[config.mk]
export PLATFORM = sky130hd
export DESIGN_NAME = ps2_host_tx
export DESIGN_NICKNAME = d
export VERILOG_FILES = /design/src/rtl/ps2_pkg.sv /design/src/rtl/ps2_line_sync.sv /design/src/rtl/ps2_host_tx.sv
export SDC_FILE = /design/constraint.sdc
export NUM_CORES = 1
export LEC_CHECK = 0
export CAP_MARGIN = 25
export CORE_MARGIN = 1
export CORE_UTILIZATION = 45
export CTS_CLUSTER_SIZE = 16
export DETAILED_ROUTE_END_ITERATION = 8
export HOLD_SLACK_MARGIN = 0.03
export SKIP_LAST_GASP = 1
export SLEW_MARGIN = 5
export SYNTH_ARGS = -nofsm -noshare
export SYNTH_HDL_FRONTEND = slang
export SYNTH_SLANG_ARGS = --single-unit
[constraint.sdc]
create_clock -name Clock25 -period 3.05 [get_ports Clock25]
set_input_delay 0.305 -clock Clock25 [delete_from_list [all_inputs] [get_ports Clock25]]
set_output_delay 0.305 -clock Clock25 [all_outputs]
set_load 0.05 [all_outputs]
[src/rtl/ps2_pkg.sv]
// Shared PS/2 definitions used by the host transmitter and the keyboard receiver.
package ps2_pkg;

  typedef enum logic [2:0] {
    IDLE,
    INHIBIT,
    REQ,
    SEND,
    WAIT_ACK,
    WAIT_IDLE
  } ps2_state_t;

  // Falling edges of the device clock: 11 frame bits, then the acknowledge edge.
  localparam logic [3:0] FRAME_FALLS = 4'd11;
  localparam logic [3:0] ACK_FALL    = 4'd12;

  localparam logic [7:0] CMD_SET_LEDS = 8'hED;
  localparam logic [7:0] CMD_RESET    = 8'hFF;
  localparam logic [7:0] CMD_ECHO     = 8'hEE;

  function automatic logic odd_parity(input logic [7:0] d);
    return ~^d;
  endfunction

  // Frame bit i is the level the host presents after clock fall i: start, D0..D7, P, stop.
  function automatic logic [10:0] build_frame(input logic [7:0] d, input logic p);
    return {1'b1, p, d, 1'b0};
  endfunction

endpackage

[src/rtl/ps2_line_sync.sv]
// Two-stage synchronizer for an asynchronous PS/2 pin plus a one-cycle falling-edge pulse.
module ps2_line_sync (
  input  logic Clock25,
  input  logic Reset,
  input  logic line,
  output logic synced,
  output logic fall
);

  logic meta_q;
  logic sync_q;
  logic prev_q;

  // Idle PS/2 lines float high, so the chain resets to 1 to avoid a spurious edge.
  always_ff @(posedge Clock25) begin
    // NOTE: non-blocking assignments let each stage capture its predecessor's old value, forming a real shift chain.
    if (!Reset) begin
      meta_q <= 1'b1;
      sync_q <= 1'b1;
      prev_q <= 1'b1;
    end else begin
      meta_q <= line;
      sync_q <= meta_q;
      prev_q <= sync_q;
    end
  end

  assign synced = sync_q;
  assign fall   = prev_q & ~sync_q;

endmodule

[src/rtl/ps2_host_tx.sv]
// PS/2 host-to-device command transmitter: inhibit, request-to-send, clock out 11 bits
// on device clock falls, then collect the acknowledge; every output is registered.
module ps2_host_tx
  import ps2_pkg::*;
#(
  parameter int unsigned INHIBIT_CYCLES = 2500,
  parameter int unsigned TIMEOUT_CYCLES = 375000
) (
  input  logic       Clock25,
  input  logic       Reset,
  input  logic       Start,
  input  logic [7:0] DataI,
  output logic       Busy,
  output logic       Done,
  output logic       AckErr,
  output logic       Timeout,
  input  logic       ClockT_in,
  input  logic       DataT_in,
  output logic       ClockT_oe,
  output logic       DataT_oe
);

  localparam int unsigned TMO_W = $clog2(TIMEOUT_CYCLES + 1);
  localparam int unsigned INH_W = (INHIBIT_CYCLES > 1) ? $clog2(INHIBIT_CYCLES) : 1;
  localparam logic [INH_W-1:0] INH_LAST = INH_W'(INHIBIT_CYCLES - 1);
  localparam logic [TMO_W-1:0] TMO_LAST = TMO_W'(TIMEOUT_CYCLES - 1);

  ps2_state_t       state, state_d;
  logic [INH_W-1:0] inh_cnt, inh_cnt_d;
  logic [TMO_W-1:0] tmo_cnt, tmo_cnt_d;
  logic [3:0]       edge_cnt, edge_cnt_d, edge_nxt;
  logic [7:0]       data_q, data_d;
  logic             parity_q, parity_d;
  logic             busy_d, done_d, ack_err_d, timeout_d, clk_oe_d, data_oe_d;

  logic        clk_sync, clk_fall, data_sync, data_fall_unused;
  logic [10:0] frame;
  logic        counting, line_idle, tmo_expire, abort;

  ps2_line_sync u_clk_sync (
    .Clock25 (Clock25),
    .Reset   (Reset),
    .line    (ClockT_in),
    .synced  (clk_sync),
    .fall    (clk_fall)
  );

  ps2_line_sync u_data_sync (
    .Clock25 (Clock25),
    .Reset   (Reset),
    .line    (DataT_in),
    .synced  (data_sync),
    .fall    (data_fall_unused)
  );

  assign frame      = build_frame(data_q, parity_q);
  assign edge_nxt   = edge_cnt + 4'd1;
  assign counting   = state inside {REQ, SEND, WAIT_ACK, WAIT_IDLE};
  assign line_idle  = clk_sync & data_sync;
  assign tmo_expire = (tmo_cnt == TMO_LAST);
  // A completion seen on the terminal cycle takes priority over the abort.
  assign abort      = counting && tmo_expire && !(state == WAIT_IDLE && line_idle);

  always_ff @(posedge Clock25) begin
    if (!Reset) begin
      state     <= IDLE;
      inh_cnt   <= '0;
      tmo_cnt   <= '0;
      edge_cnt  <= '0;
      data_q    <= '0;
      parity_q  <= 1'b0;
      Busy      <= 1'b0;
      Done      <= 1'b0;
      AckErr    <= 1'b0;
      Timeout   <= 1'b0;
      ClockT_oe <= 1'b0;
      DataT_oe  <= 1'b0;
    end else begin
      state     <= state_d;
      inh_cnt   <= inh_cnt_d;
      tmo_cnt   <= tmo_cnt_d;
      edge_cnt  <= edge_cnt_d;
      data_q    <= data_d;
      parity_q  <= parity_d;
      Busy      <= busy_d;
      Done      <= done_d;
      AckErr    <= ack_err_d;
      Timeout   <= timeout_d;
      ClockT_oe <= clk_oe_d;
      DataT_oe  <= data_oe_d;
    end
  end

  always_comb begin
    // NOTE: assigning a default before the case keeps every path assigned, so no latch is inferred.
    state_d = state;
    unique case (state)
      IDLE:      if (Start) state_d = INHIBIT;
      INHIBIT:   if (inh_cnt == INH_LAST) state_d = REQ;
      REQ:       if (clk_fall) state_d = SEND;
      SEND:      if (clk_fall && edge_nxt == FRAME_FALLS) state_d = WAIT_ACK;
      WAIT_ACK:  if (clk_fall && edge_nxt == ACK_FALL) state_d = WAIT_IDLE;
      WAIT_IDLE: if (line_idle) state_d = IDLE;
      default:   state_d = IDLE;
    endcase
    if (abort) state_d = IDLE;
  end

  // Next values of the registered outputs and datapath.
  always_comb begin
    inh_cnt_d  = inh_cnt;
    tmo_cnt_d  = counting ? tmo_cnt + TMO_W'(1) : tmo_cnt;
    edge_cnt_d = edge_cnt;
    data_d     = data_q;
    parity_d   = parity_q;
    busy_d     = Busy;
    done_d     = 1'b0;
    ack_err_d  = AckErr;
    timeout_d  = 1'b0;
    clk_oe_d   = ClockT_oe;
    data_oe_d  = DataT_oe;

    unique case (state)
      IDLE: begin
        if (Start) begin
          data_d    = DataI;
          parity_d  = odd_parity(DataI);
          inh_cnt_d = '0;
          busy_d    = 1'b1;
          ack_err_d = 1'b0;
          clk_oe_d  = 1'b1;
          data_oe_d = (INHIBIT_CYCLES == 1);
        end
      end
      INHIBIT: begin
        inh_cnt_d = inh_cnt + INH_W'(1);
        if (inh_cnt == INH_LAST) begin
          clk_oe_d   = 1'b0;
          data_oe_d  = 1'b1;
          tmo_cnt_d  = '0;
          edge_cnt_d = '0;
        end else if (inh_cnt + INH_W'(1) == INH_LAST) begin
          // Data goes low during the final inhibit cycle so the start bit is already up at release.
          data_oe_d = 1'b1;
        end
      end
      REQ, SEND: begin
        if (clk_fall) begin
          edge_cnt_d = edge_nxt;
          if (edge_nxt < FRAME_FALLS) data_oe_d = ~frame[edge_nxt];
        end
      end
      WAIT_ACK: begin
        if (clk_fall) begin
          edge_cnt_d = edge_nxt;
          ack_err_d  = data_sync;
        end
      end
      WAIT_IDLE: begin
        if (line_idle) begin
          done_d = 1'b1;
          busy_d = 1'b0;
        end
      end
      default: ;
    endcase

    if (abort) begin
      timeout_d = 1'b1;
      busy_d    = 1'b0;
      clk_oe_d  = 1'b0;
      data_oe_d = 1'b0;
    end
  end

endmodule

## Word level (Yosys, flattened, before mapping)

Index checks and enable logic that the tools add are counted.

| word-level totals | value |
|---|---|
| bits in latches | 0 |
| memories kept | 0 |
| bits in read-only memories | 0 |
| bits in registers | 58 |
| word-level logic and storage cells | 106 |
| memory bits (writable) | 0 |
| bits of input ports | 13 |

| operators by class | value |
|---|---|
| multiply operators | 0 |
| order comparisons | 2 |
| equal/unequal tests | 21 |
| divide/modulo/power cells | 0 |
| add/sub/neg operators | 3 |
| reductions and logical operators | 26 |
| shifts and indexed selects | 0 |
| mux-type cells | 32 |
| bitwise operators | 5 |

Operator list:

| cell | number |
|---|---|
| two-way mux 19 bit | 3 |
| equality test 12 bit (second input constant) | 2 |
| case mux 12 bit (2 select lines) | 1 |
| adder 19 x 1 -> 19 bit (second input constant) | 1 |
| equality test 19 bit (second input constant) | 1 |
| two-way mux 3 bit | 6 |
| case mux 3 bit (6 select lines) | 1 |
| != test 2 bit (second input constant) | 7 |
| adder 12 x 1 -> 12 bit (second input constant) | 1 |
| two-way mux 1 bit | 12 |
| two-way mux 12 bit | 1 |
| AND reduction 3 bit | 4 |
| equality test 4 bit (second input constant) | 2 |
| two-way mux 4 bit | 2 |
| case mux 4 bit (2 select lines) | 1 |
| nonzero test 2 bit | 4 |
| XNOR reduction 8 bit | 1 |
| equality test 3 x 2 -> 1 bit (second input constant) | 2 |
| equality test 3 bit (second input constant) | 2 |
| != test 2 x 1 -> 1 bit (second input constant) | 3 |
| case mux 1 bit (2 select lines) | 3 |
| AND reduction 2 bit | 3 |
| AND reduction 6 bit | 1 |
| logical AND 1 bit | 5 |
| 16 further kinds | 20 |

## Depth between registers and ports, before layout

| logic depth | value |
|---|---|
| depth in word-level cells | 7 |
| gate-level depth with buffers | 10 |
| mapped depth without buffers | 8 |

## Hierarchy

A second synthesis with hierarchy kept.

| unflattened totals | value |
|---|---|
| cell total of the unflattened synthesis | 388 |
| area total of the unflattened synthesis | 3,098.0 µm² |

Modules (own cells, without submodules):

| module | instances | area an instance (µm²) | cells an instance | seq. area each (µm²) |
|---|---|---|---|---|
| ps2_host_tx | 1 | 2,927.8 | 374 | 1,061.0 |
| ps2_line_sync | 2 | 85.1 | 7 | 60.1 |

## Least setup slack after synthesis

OpenSTA, ideal clock, no wires.

| path | value |
|---|---|
| kind | reg-to-reg |
| start point | register edge_cnt[0] |
| end point | register DataT_oe |
| stages on the path, launching flop included | 10 |
| data arrival time | 2.028 ns |
| required time | 2.958 ns |
| clock period less this slack | 2.120 ns |
| path slack | 0.930 ns |
| library setup time | 0.092 ns |
| cells stage by stage | dfxtp_1 buf_4 inv_1 ha_1 clkbuf_1 mux4_2 nand3_1 o211ai_1 and3_1 nor4_1 |

| between the ends | value |
|---|---|
| cells in the longest elaborated chain, start to end | 7 |
| elaborated cells between the ends (all ways) | 10 |

RTL lines:

| element | RTL line | text |
|---|---|---|
| start: declaration | ps2_host_tx.sv:31 | `logic [3:0] edge_cnt, edge_cnt_d, edge_nxt;` |
| start signal: assignment | ps2_host_tx.sv:82 | `edge_cnt <= edge_cnt_d;` |
| adder 4 x 1 -> 4 bit * | ps2_host_tx.sv:57 | `assign edge_nxt = edge_cnt + 4'd1;` |
| binary-select mux 1 bit (select 4 bit) | ps2_host_tx.sv:150 | `if (edge_nxt < FRAME_FALLS) data_oe_d = ~frame[edge_nxt];` |
| two-way mux 1 bit (implied by the code) | ps2_host_tx.sv:150 |  |
| inverter 1 bit | ps2_host_tx.sv:150 |  |
| two-way mux 1 bit | ps2_host_tx.sv:150 |  |
| two-way mux 1 bit | ps2_host_tx.sv:148 | `if (clk_fall) begin` |
| case mux 1 bit (3 select lines) | ps2_host_tx.sv:123 | `unique case (state)` |
| end signal: assignment | ps2_host_tx.sv:90 | `DataT_oe <= data_oe_d;` |
| end: declaration | ps2_host_tx.sv:20 | `output logic DataT_oe` |

Mark *: on every way between the ends. The rest lies on a longest branch, timed or not. The select of a mux whose other input is x is not followed.
A chain may end at the register's enable or synchronous reset.

## Worst setup path after layout

Ends and elaborated chain as after synthesis.

==> results_dict.tcl <==
set metrics [dict create \
    hp-class "reg -> reg" \
    hold_start "u_clk_sync.meta_q" \
    cts_setup_buffers 0 \
    synth_adder_area_share 0.0327 \
    initial_core_util 0.474 \
    grt_pass1_vias 2433 \
    clock_skew_ns 0.00393 \
    rsz0062_at_grt "false" \
    finalNetCount 410 \
    clk_latency_ns 0.33 \
    syn_nets 398 \
    power.share.clock 0.296 \
    cts_sinks 58 \
    ir_worst_vdd_mv 0.337 \
    placed_cells 455 \
    drive_gt1_frac 0.0763 \
    fin_ws_ns 0.767 \
    synthArstFlopShare 0 \
    stdcell_count 470 \
    synth-main-ff-cell "dfxtp_1" \
    synth_top_area_frac 0.379 \
    switchingPower_mw 0.829 \
    cp-end-kind "flip-flop" \
    cp.required_ns 3.30 \
    setup_violations 0 \
    hold_ws_ns 0.407 \
    clk_pin_slew_ns 0.06 \
    h-tree-depth 3 \
    cts_buffers 9 \
    dp_slack_ns 0.767 \
    syn_area_mm2 0.00306 \
    dieArea_mm2 0.00714 \
    ctsLongestPathBuffers 2 \
    grt_overflow 0 \
    worst-setup-path-type "reg -> reg" \
    muxShareOfSynthArea 0.0204 \
    synth_cell_types 56 \
    ys_seq_area_frac 0.379 \
    synth_cells 377 \
    vias_per_cell 5.53 \
    hpwlAfterDp_mm 4.67 \
    p_leak_nw 1.23 \
    core-area_mm2 0.00646 \
    grt_start_max_net_pins 27 \
    routed_wl_mm 6.73 \
    p_per_area_mw_per_mm2 675 \
    max_freq_mhz 438 \
    drc_errors 1 \
    status "finished with violations" \
    reg2reg_from "edge_cnt[0]" \
    synthToLayoutAreaGrowth_pct 12.3 \
    vias 2598 \
    antenna_cells 0 \
    grt_usage 0.208 \
    antenna_found_initial 0 \
    synth_xor_area_frac 0.0940 \
    cp-startpoint "edge_cnt[0]" \
    slew_violations 0 \
    synth-edff-count 0 \
    pwr-share-seq 0.395 \
    worst_pin_slew_ns 0.524 \
    cp.arrival_ns 2.53 \
    firstDrtPassIters 6 \
    yosys.area_share.simple 0.297 \
    ioPinCount 19 \
    slew-limit-headroom 0.649 \
    violations "DRC" \
    synth_seq_cells 58 \
    layout_worst_path_cycle_share 0.749 \
    combPwrFrac 0.308 \
    final_antenna_net_count 0 \
    synth_top_family_by_area "simple AND/OR/NAND/NOR gates" \
    avgSynthCellArea_um2 8.12 \
    hold_viol 0 \
    synth.area.top_cells "dfxtp_1 (38%), nor2_1 (6.1%), nand2_1 (5.5%)" \
    fillerInstances 626 \
    synth_area_leader_cell "dfxtp_1" \
    wl_per_cell_um 14.3 \
    power.internal_mw 1.49 \
    finalCriticalPeriod_ns 2.28 \
    die_height_um 84.5 \
    gp_congestion 0.840 \
    dieWidth_um 84.5 \
    port_buffers 18 \
    row_count 29 \
    worstPathMaxFanout 11 \
    drt-initial-drc-count 180 \
    cts_tree "built" \
    synth-compound-area-share 0.133 \
    critPathLaunchType "flip-flop" \
    maxCapViolCount 0 \
    grt_pass1_wl_mm 11.7 \
    ctsHoldBuffers 0 \
    cts_resized 0 \
    setup_tns_ns 0 \
    netSwitchingFraction 0.357 \
    yosysWarnings 0 \
    cts_root_buf "clkbuf_8" \
]
## worst paths after layout
| kind | cells past startpoint | end | slack, ns |
|---|---|---|---|
| worst min-delay path | 1 | u_clk_sync.synced | 0.41 |
| worst max-delay path | 7 | DataT_oe | 0.77 |
| worst max register to register | 7 | DataT_oe | 0.77 |
| worst min register to register | 1 | u_clk_sync.synced | 0.41 |
## cell usage after synthesis, types with 8 or more instances
master / n
nand2b_1: 10
dfxtp_1: 58
nor2_1: 50
buf_2: 8
o21ai_1: 8
xor2_1: 13
ha_1: 8
nor3_1: 9
a31oi_1: 8
nand3_1: 15
a21oi_1: 31
xnor2_1: 18
nand2_1: 45
## power groups by stage
| stage | clock network (mW) | registers (mW) | logic (mW) |
|---|---|---|---|
| 6_report | 0.687 | 0.917 | 0.716 |
| 5_1_grt | 0.735 | 0.929 | 0.807 |
| 4_1_cts | 0.705 | 0.915 | 0.720 |
| 3_5_place_dp | 0 | 0.931 | 0.718 |
| 3_3_place_gp | 0 | 0.931 | 0.711 |
| 2_1_floorplan | 0 | 0.932 | 0.541 |
## worst max-delay path, cell delays in order (launching register included)
cell,delay [ns]
dfxtp_1,0.55
inv_1,0.08
ha_1,0.43
mux4_2,0.54
nand3_1,0.10
o211ai_1,0.10
and3_1,0.18
nor4_1,0.20
## metal layers
metal / global-route usage / vias up / part of all wire
li1: - / 1329 / -
met1: 0.263 / 1225 / 0.47
met2: 0.338 / 33 / 0.48
met3: 0.0659 / 11 / 0.035
met4: 0.0693 / 0 / 0.016
met5: 0 / - / 0
## placed cells by master, fill, tap and decap left out, types with 7 or more instances in the layout
master and count:
nand2_1 45, xor2_1 13, nand3_1 15, a21oi_1 31
clkdlybuf4s50_1 18, o21ai_0 7, ha_1 8, clkbuf_8 10
o21ai_1 8, nand2b_1 10, xnor2_1 18, dfxtp_1 58
nor2_1 50, a31oi_1 8, nor3_1 9, nand4_1 7
## per-stage QoR
stage                      util  power, mW  instance area [µm²]
after floorplan               -       1.47                 3060
after global placement    0.504       1.64                 3250
after detailed placement  0.504       1.65                 3250
after CTS                 0.533       2.34                 3440
after global routing      0.533       2.47                 3440
final                     0.533       2.32                 3440
## layout make-up
cell class / count / area [µm²] / area share
inverter: 7 / 26.3 / 0.00764
timing repair buffer: 21 / 203 / 0.0589
clock buffer: 12 / 145 / 0.0422
tap: 77 / 96.3 / 0.0280
sequential: 58 / 1160 / 0.338
clock inverter: 3 / 40.0 / 0.0116
multi-input combinational: 292 / 1770 / 0.514
## state kept, by name, summed over array words and instances, names as in the netlist, 3 cells and up
name and cells:
data_q 8, inh_cnt 12, tmo_cnt 19, state 3, edge_cnt 4
## logic make-up after synthesis
group,count (synthesis)
and+or+nand+nor,178
AOI/OAI and AO/OA,69
DFF,58
xor gates and xnor gates,32
buffers and inverters,27
adders and majority gates,8
muxes,5
Power figures use the tool's default switching activity.
